### src/rtl/pipe_ctrl.sv
// Pipeline sequencing controller for the 5-stage RV32I core.
// Merges load-use stalls, EX redirects, memory wait states and WB halt into
// per-stage write-enables and flush/bubble controls. Holds a pending redirect
// target while fetch is busy and keeps saturating stall/flush counters.
module pipe_ctrl #(
    parameter int CNT_W = 16
) (
    input  logic             clk,
    input  logic             rst_n,
    input  logic             ex_stall,
    input  logic             ex_redirect,
    input  logic [31:0]      ex_redirect_pc,
    input  logic             imem_ready,
    input  logic             dmem_req,
    input  logic             dmem_ready,
    input  logic             wb_halt,
    output logic             pc_we,
    output logic             pc_sel,
    output logic [31:0]      target_pc,
    output logic             if_id_we,
    output logic             id_ex_we,
    output logic             ex_mem_we,
    output logic             mem_wb_we,
    output logic             if_id_flush,
    output logic             id_ex_flush,
    output logic             ex_mem_bubble,
    output logic             halted,
    output logic [CNT_W-1:0] stall_cnt,
    output logic [CNT_W-1:0] flush_cnt
);

    typedef enum logic [1:0] {
        RUN      = 2'd0,
        MEM_WAIT = 2'd1,
        REDIRECT = 2'd2,
        HALT     = 2'd3
    } state_t;

    localparam logic [CNT_W-1:0] CNT_MAX = {CNT_W{1'b1}};
    localparam logic [CNT_W-1:0] CNT_ONE = {{(CNT_W-1){1'b0}}, 1'b1};

    state_t           state_q, state_d;
    logic [31:0]      redir_q, redir_d;
    logic             halted_q, halted_d;
    logic [CNT_W-1:0] stall_cnt_q, stall_cnt_d;
    logic [CNT_W-1:0] flush_cnt_q, flush_cnt_d;
    logic             flush_inc;

    // Priority decode: halt, memory wait, pending redirect, then RUN rules
    // (MEM_WAIT with the access completing is evaluated exactly like RUN).
    always_comb begin
        pc_we         = 1'b1;
        if_id_we      = 1'b1;
        id_ex_we      = 1'b1;
        ex_mem_we     = 1'b1;
        mem_wb_we     = 1'b1;
        if_id_flush   = 1'b0;
        id_ex_flush   = 1'b0;
        ex_mem_bubble = 1'b0;
        pc_sel        = 1'b0;
        target_pc     = ex_redirect_pc;
        state_d       = state_q;
        redir_d       = redir_q;
        flush_inc     = 1'b0;

        // A parked redirect always owns the PC mux target.
        if (state_q == REDIRECT) begin
            target_pc = redir_q;
        end

        if (state_q == HALT) begin
            {pc_we, if_id_we, id_ex_we, ex_mem_we, mem_wb_we} = 5'b0;
        end else if (wb_halt) begin
            {pc_we, if_id_we, id_ex_we, ex_mem_we, mem_wb_we} = 5'b0;
            state_d = HALT;
        end else if (dmem_req && !dmem_ready) begin
            {pc_we, if_id_we, id_ex_we, ex_mem_we, mem_wb_we} = 5'b0;
            if (state_q != REDIRECT) begin
                state_d = MEM_WAIT;
            end
        end else if (state_q == REDIRECT) begin
            // Front of the pipe is empty: EX stall/redirect are meaningless here.
            pc_sel      = 1'b1;
            if_id_flush = 1'b1;
            pc_we       = imem_ready;
            if (imem_ready) begin
                state_d = RUN;
            end
        end else begin
            state_d = RUN;
            if (ex_stall) begin
                // EX operands are stale, so a redirect in this cycle is dropped.
                pc_we         = 1'b0;
                if_id_we      = 1'b0;
                id_ex_we      = 1'b0;
                ex_mem_bubble = 1'b1;
            end else if (ex_redirect) begin
                if_id_flush = 1'b1;
                id_ex_flush = 1'b1;
                flush_inc   = 1'b1;
                if (imem_ready) begin
                    pc_sel = 1'b1;
                end else begin
                    pc_we   = 1'b0;
                    redir_d = ex_redirect_pc;
                    state_d = REDIRECT;
                end
            end else if (!imem_ready) begin
                pc_we       = 1'b0;
                if_id_flush = 1'b1;
            end
        end

        // No enable or flush may leak out while reset is held.
        if (!rst_n) begin
            pc_we         = 1'b0;
            if_id_we      = 1'b0;
            id_ex_we      = 1'b0;
            ex_mem_we     = 1'b0;
            mem_wb_we     = 1'b0;
            if_id_flush   = 1'b0;
            id_ex_flush   = 1'b0;
            ex_mem_bubble = 1'b0;
            pc_sel        = 1'b0;
        end
    end

    // Sticky halt flag and saturating performance counters.
    always_comb begin
        halted_d    = halted_q | (state_d == HALT);
        stall_cnt_d = stall_cnt_q;
        flush_cnt_d = flush_cnt_q;
        if (!pc_we && !halted_q && stall_cnt_q != CNT_MAX) begin
            stall_cnt_d = stall_cnt_q + CNT_ONE;
        end
        if (flush_inc && flush_cnt_q != CNT_MAX) begin
            flush_cnt_d = flush_cnt_q + CNT_ONE;
        end
    end

    // State, pending target, halt flag and counters; reset discards all of them.
    always_ff @(posedge clk or negedge rst_n) begin
        if (!rst_n) begin
            state_q     <= RUN;
            redir_q     <= 32'h0;
            halted_q    <= 1'b0;
            stall_cnt_q <= '0;
            flush_cnt_q <= '0;
        end else begin
            state_q     <= state_d;
            redir_q     <= redir_d;
            halted_q    <= halted_d;
            stall_cnt_q <= stall_cnt_d;
            flush_cnt_q <= flush_cnt_d;
        end
    end

    assign halted    = halted_q;
    assign stall_cnt = stall_cnt_q;
    assign flush_cnt = flush_cnt_q;

endmodule
### config.mk
export PLATFORM = sky130hd
export DESIGN_NAME = pipe_ctrl
export DESIGN_NICKNAME = d
export VERILOG_FILES = /design/src/rtl/pipe_ctrl.sv
export SDC_FILE = /design/constraint.sdc
export NUM_CORES = 1
export LEC_CHECK = 0
export ABC_AREA = 1
export BUFFER_PORTS_ARGS = -buffer_cell sky130_fd_sc_hd__buf_4
export CORE_MARGIN = 3
export CORE_UTILIZATION = 47
export CTS_CLUSTER_SIZE = 24
export DETAILED_ROUTE_END_ITERATION = 7
export GPL_ROUTABILITY_DRIVEN = 0
export PLACE_DENSITY = 0.74
export REMOVE_ABC_BUFFERS = 1
export SYNTH_ARGS = -nofsm -noshare
export SYNTH_HDL_FRONTEND = slang
export SYNTH_SLANG_ARGS = --single-unit
### constraint.sdc
create_clock -name clk -period 1.8 [get_ports clk]
set_input_delay 0.09 -clock clk [delete_from_list [all_inputs] [get_ports clk]]
set_output_delay 0.09 -clock clk [all_outputs]
set_load 0.02 [all_outputs]
==> impl_metrics.tcl <==
set metrics [dict create \
    synth.top_cells.by_count "nand2_1 (185), dfrtp_1 (67), inv_1 (62), o21ai_0 (39), nor2_1 (33)" \
    cts_root_buf "clkbuf_8" \
    instances_no_fill 740 \
    cts-buffers-inserted 9 \
    max_freq_mhz 596 \
    crit_path_max_fanout 34 \
    yosysTopAreaCell "dfrtp_1" \
    clockBufferDepth 2 \
    grt_start_max_net_pins 69 \
    seq_area_frac_synth 0.431 \
    whs_ns 0.0229 \
    status "complete, no violations" \
    fin_skew_ns 0.00974 \
    ys.flop_type "dfrtp_1" \
    dp.cells 719 \
    fin_nets 676 \
    yosysMostFrequentCell "nand2_1" \
    die_h_um 97.0 \
    top_usage_layer "met2" \
    firstDrtPassIters 4 \
    worstHoldPathType "input pin to flop" \
    cp.required_ns 1.71 \
    cts_sinks 67 \
    syn-instance-count 518 \
    setup_viol 0 \
    ios 114 \
    timing.final.crit_share 0.932 \
    grt_pass1_wl_um 15000 \
    slew_headroom 0.455 \
    cts_setup_buffers 0 \
    power_mw 2.85 \
    wl_per_cell_um 12.8 \
    worst-setup-path-type "flop to primary output" \
    p_leak_nw 2.60 \
    slew_violations 0 \
    nFillCells 693 \
    dieArea_um2 9410 \
    async_flop_share 1.00 \
    ant_nets 0 \
    synth_edf_count 0 \
    start_util 0.494 \
    synth_warnings 0 \
    drive_gt1_frac 0.274 \
    period_needed_ns 1.68 \
    postPlaceCellArea_um2 4770 \
    core_um2 7890 \
    grt_util_met2 0.311 \
    critPathLaunchType "flop" \
    dr.first_iter.drc_count 112 \
    die_width_um 97.0 \
    cp.arrival_ns 1.59 \
    via_per_inst 4.90 \
    antenna_found_initial 0 \
    grt_pass1_vias 3347 \
    dp_hpwl_um 6590 \
    grt_use_met3 0.0685 \
    grt_usage 0.191 \
    max-cap-violations 0 \
    antenna_cells 0 \
    overflow 0 \
    final_area_um2 5050 \
    via_count 3628 \
    hold_viol 0 \
    synth.area.top_cells "dfrtp_1 (43%), nand2_1 (18%), inv_1 (6.0%)" \
    clk_pin_slew_ns 0.07 \
    clkLatencyLatePin_ns 0.33 \
    areaGrowthSynthToFinish_pct 29.8 \
    syn_area_per_cell_um2 7.52 \
    synth_top_cell_area_share 0.431 \
    cts_tree "yes" \
    finalWorstSetupSlack_ns 0.123 \
    pre_cts_slack_ns 0.149 \
    post-route-drc-count 0 \
    grt_util_met1 0.245 \
    netlist_area_um2 3890 \
    end_kind "primary output" \
    h-tree-depth 3 \
    routed_wl_um 9470 \
    numPortBuffers 113 \
    rows 32 \
    synth-seq-cells 67 \
    ir_drop_mv 0.322 \
    worst_pin_slew_ns 0.817 \
    synth.distinct_cells 31 \
    power.density_nw_per_um2 563 \
]
state kept, by name, indices dropped and copies added (netlist names):
name       flops
redir_q       32
flush_cnt     16
state_q        2
stall_cnt     16
halted         1
worst paths after layout:
check	startpoint	end	slack (ns)	depth (start not counted)
max in group asynchronous	rst_n	flush_cnt[9]	0.72	3
setup reg to reg	flush_cnt[1]	flush_cnt[7]	0.17	10
setup / recovery	state_q[1]	id_ex_flush	0.12	5
hold reg to reg	redir_q[12]	redir_q[12]	0.49	2
hold / removal	ex_redirect_pc[22]	redir_q[22]	0.02	3
min in group asynchronous	rst_n	state_q[0]	0.10	2
cells by family after synthesis:
group	synth area share
AND/OR/NAND/NOR	0.298
buffers and inverters	0.107
AO/OA/AOI/OAI	0.108
flip-flops	0.431
XOR/XNOR	0.0495
adder cells (fa/ha/maj)	0.00643
final cells by class:
cell class                      count  area, µm²  area share
Tap cell                          102        128      0.0253
Multi-Input combinational cell    365       1820       0.361
Clock buffer                       12        145      0.0287
Sequential cell                    67       1680       0.332
Timing Repair inverter              1       7.51     0.00149
Timing Repair Buffer              125       1010       0.199
Inverter                           65        250      0.0495
Clock inverter                      3       15.0     0.00297
report_power, final:
| group | internal, mW | switching, mW | total, mW |
|---|---|---|---|
| clock | 0.525 | 0.549 | 1.07 |
| sequential | 1.50 | 0 | 1.50 |
| combinational | 0.121 | 0.147 | 0.268 |
| total | 2.15 | 0.696 | 2.85 |
metrics by stage:
step	TNS [ns]	utilization
2_1_floorplan	-10.98	-
3_3_place_gp	0	0.605
3_5_place_dp	0	0.605
4_1_cts	0	0.631
5_1_grt	-0.0237	0.641
6_report	0	0.641
placed cells by master (no fill, tap or decap), types with 2 or more instances in the layout:
cell           count
nand2_1          184
buf_4            118
dfrtp_1           67
inv_1             60
o21ai_0           39
nor2_1            31
o21ai_1           22
xnor2_1           15
nand3_1           13
nand4_1           13
o21ai_2           11
clkbuf_8          10
nand2_2            9
xor2_1             7
nor2_4             3
a21oi_1            3
nand3_2            3
clkinv_2           3
dlygate4sd3_1      3
inv_2              2
nor3_4             2
nor2_2             2
clkinvlp_4         2
clkbuf_1           2
clkbuf_16          2
buf_12             2
timing repair:
action                     CTS  global route
hold endpoints to repair     4             0
resized for setup            3             8
cloned                       0             3
setup endpoints to repair    5            29
hold buffers                 3             0
metal layers:
metal	vias to the layer above	wire length, µm	share of wire
li1	1843	-	-
met2	115	4540	0.48
met4	0	46	0.0049
met3	4	771	0.081
met5	-	0	0
met1	1666	4120	0.43
critical path, stage by stage (launching register included):
cell and delay, ns:
dfrtp_1 0.39, nand2_2 0.15, inv_4 0.08, clkbuf_16 0.20
nor4_1 0.24, buf_4 0.19
Note: power is estimated with default switching activity, not from simulation.
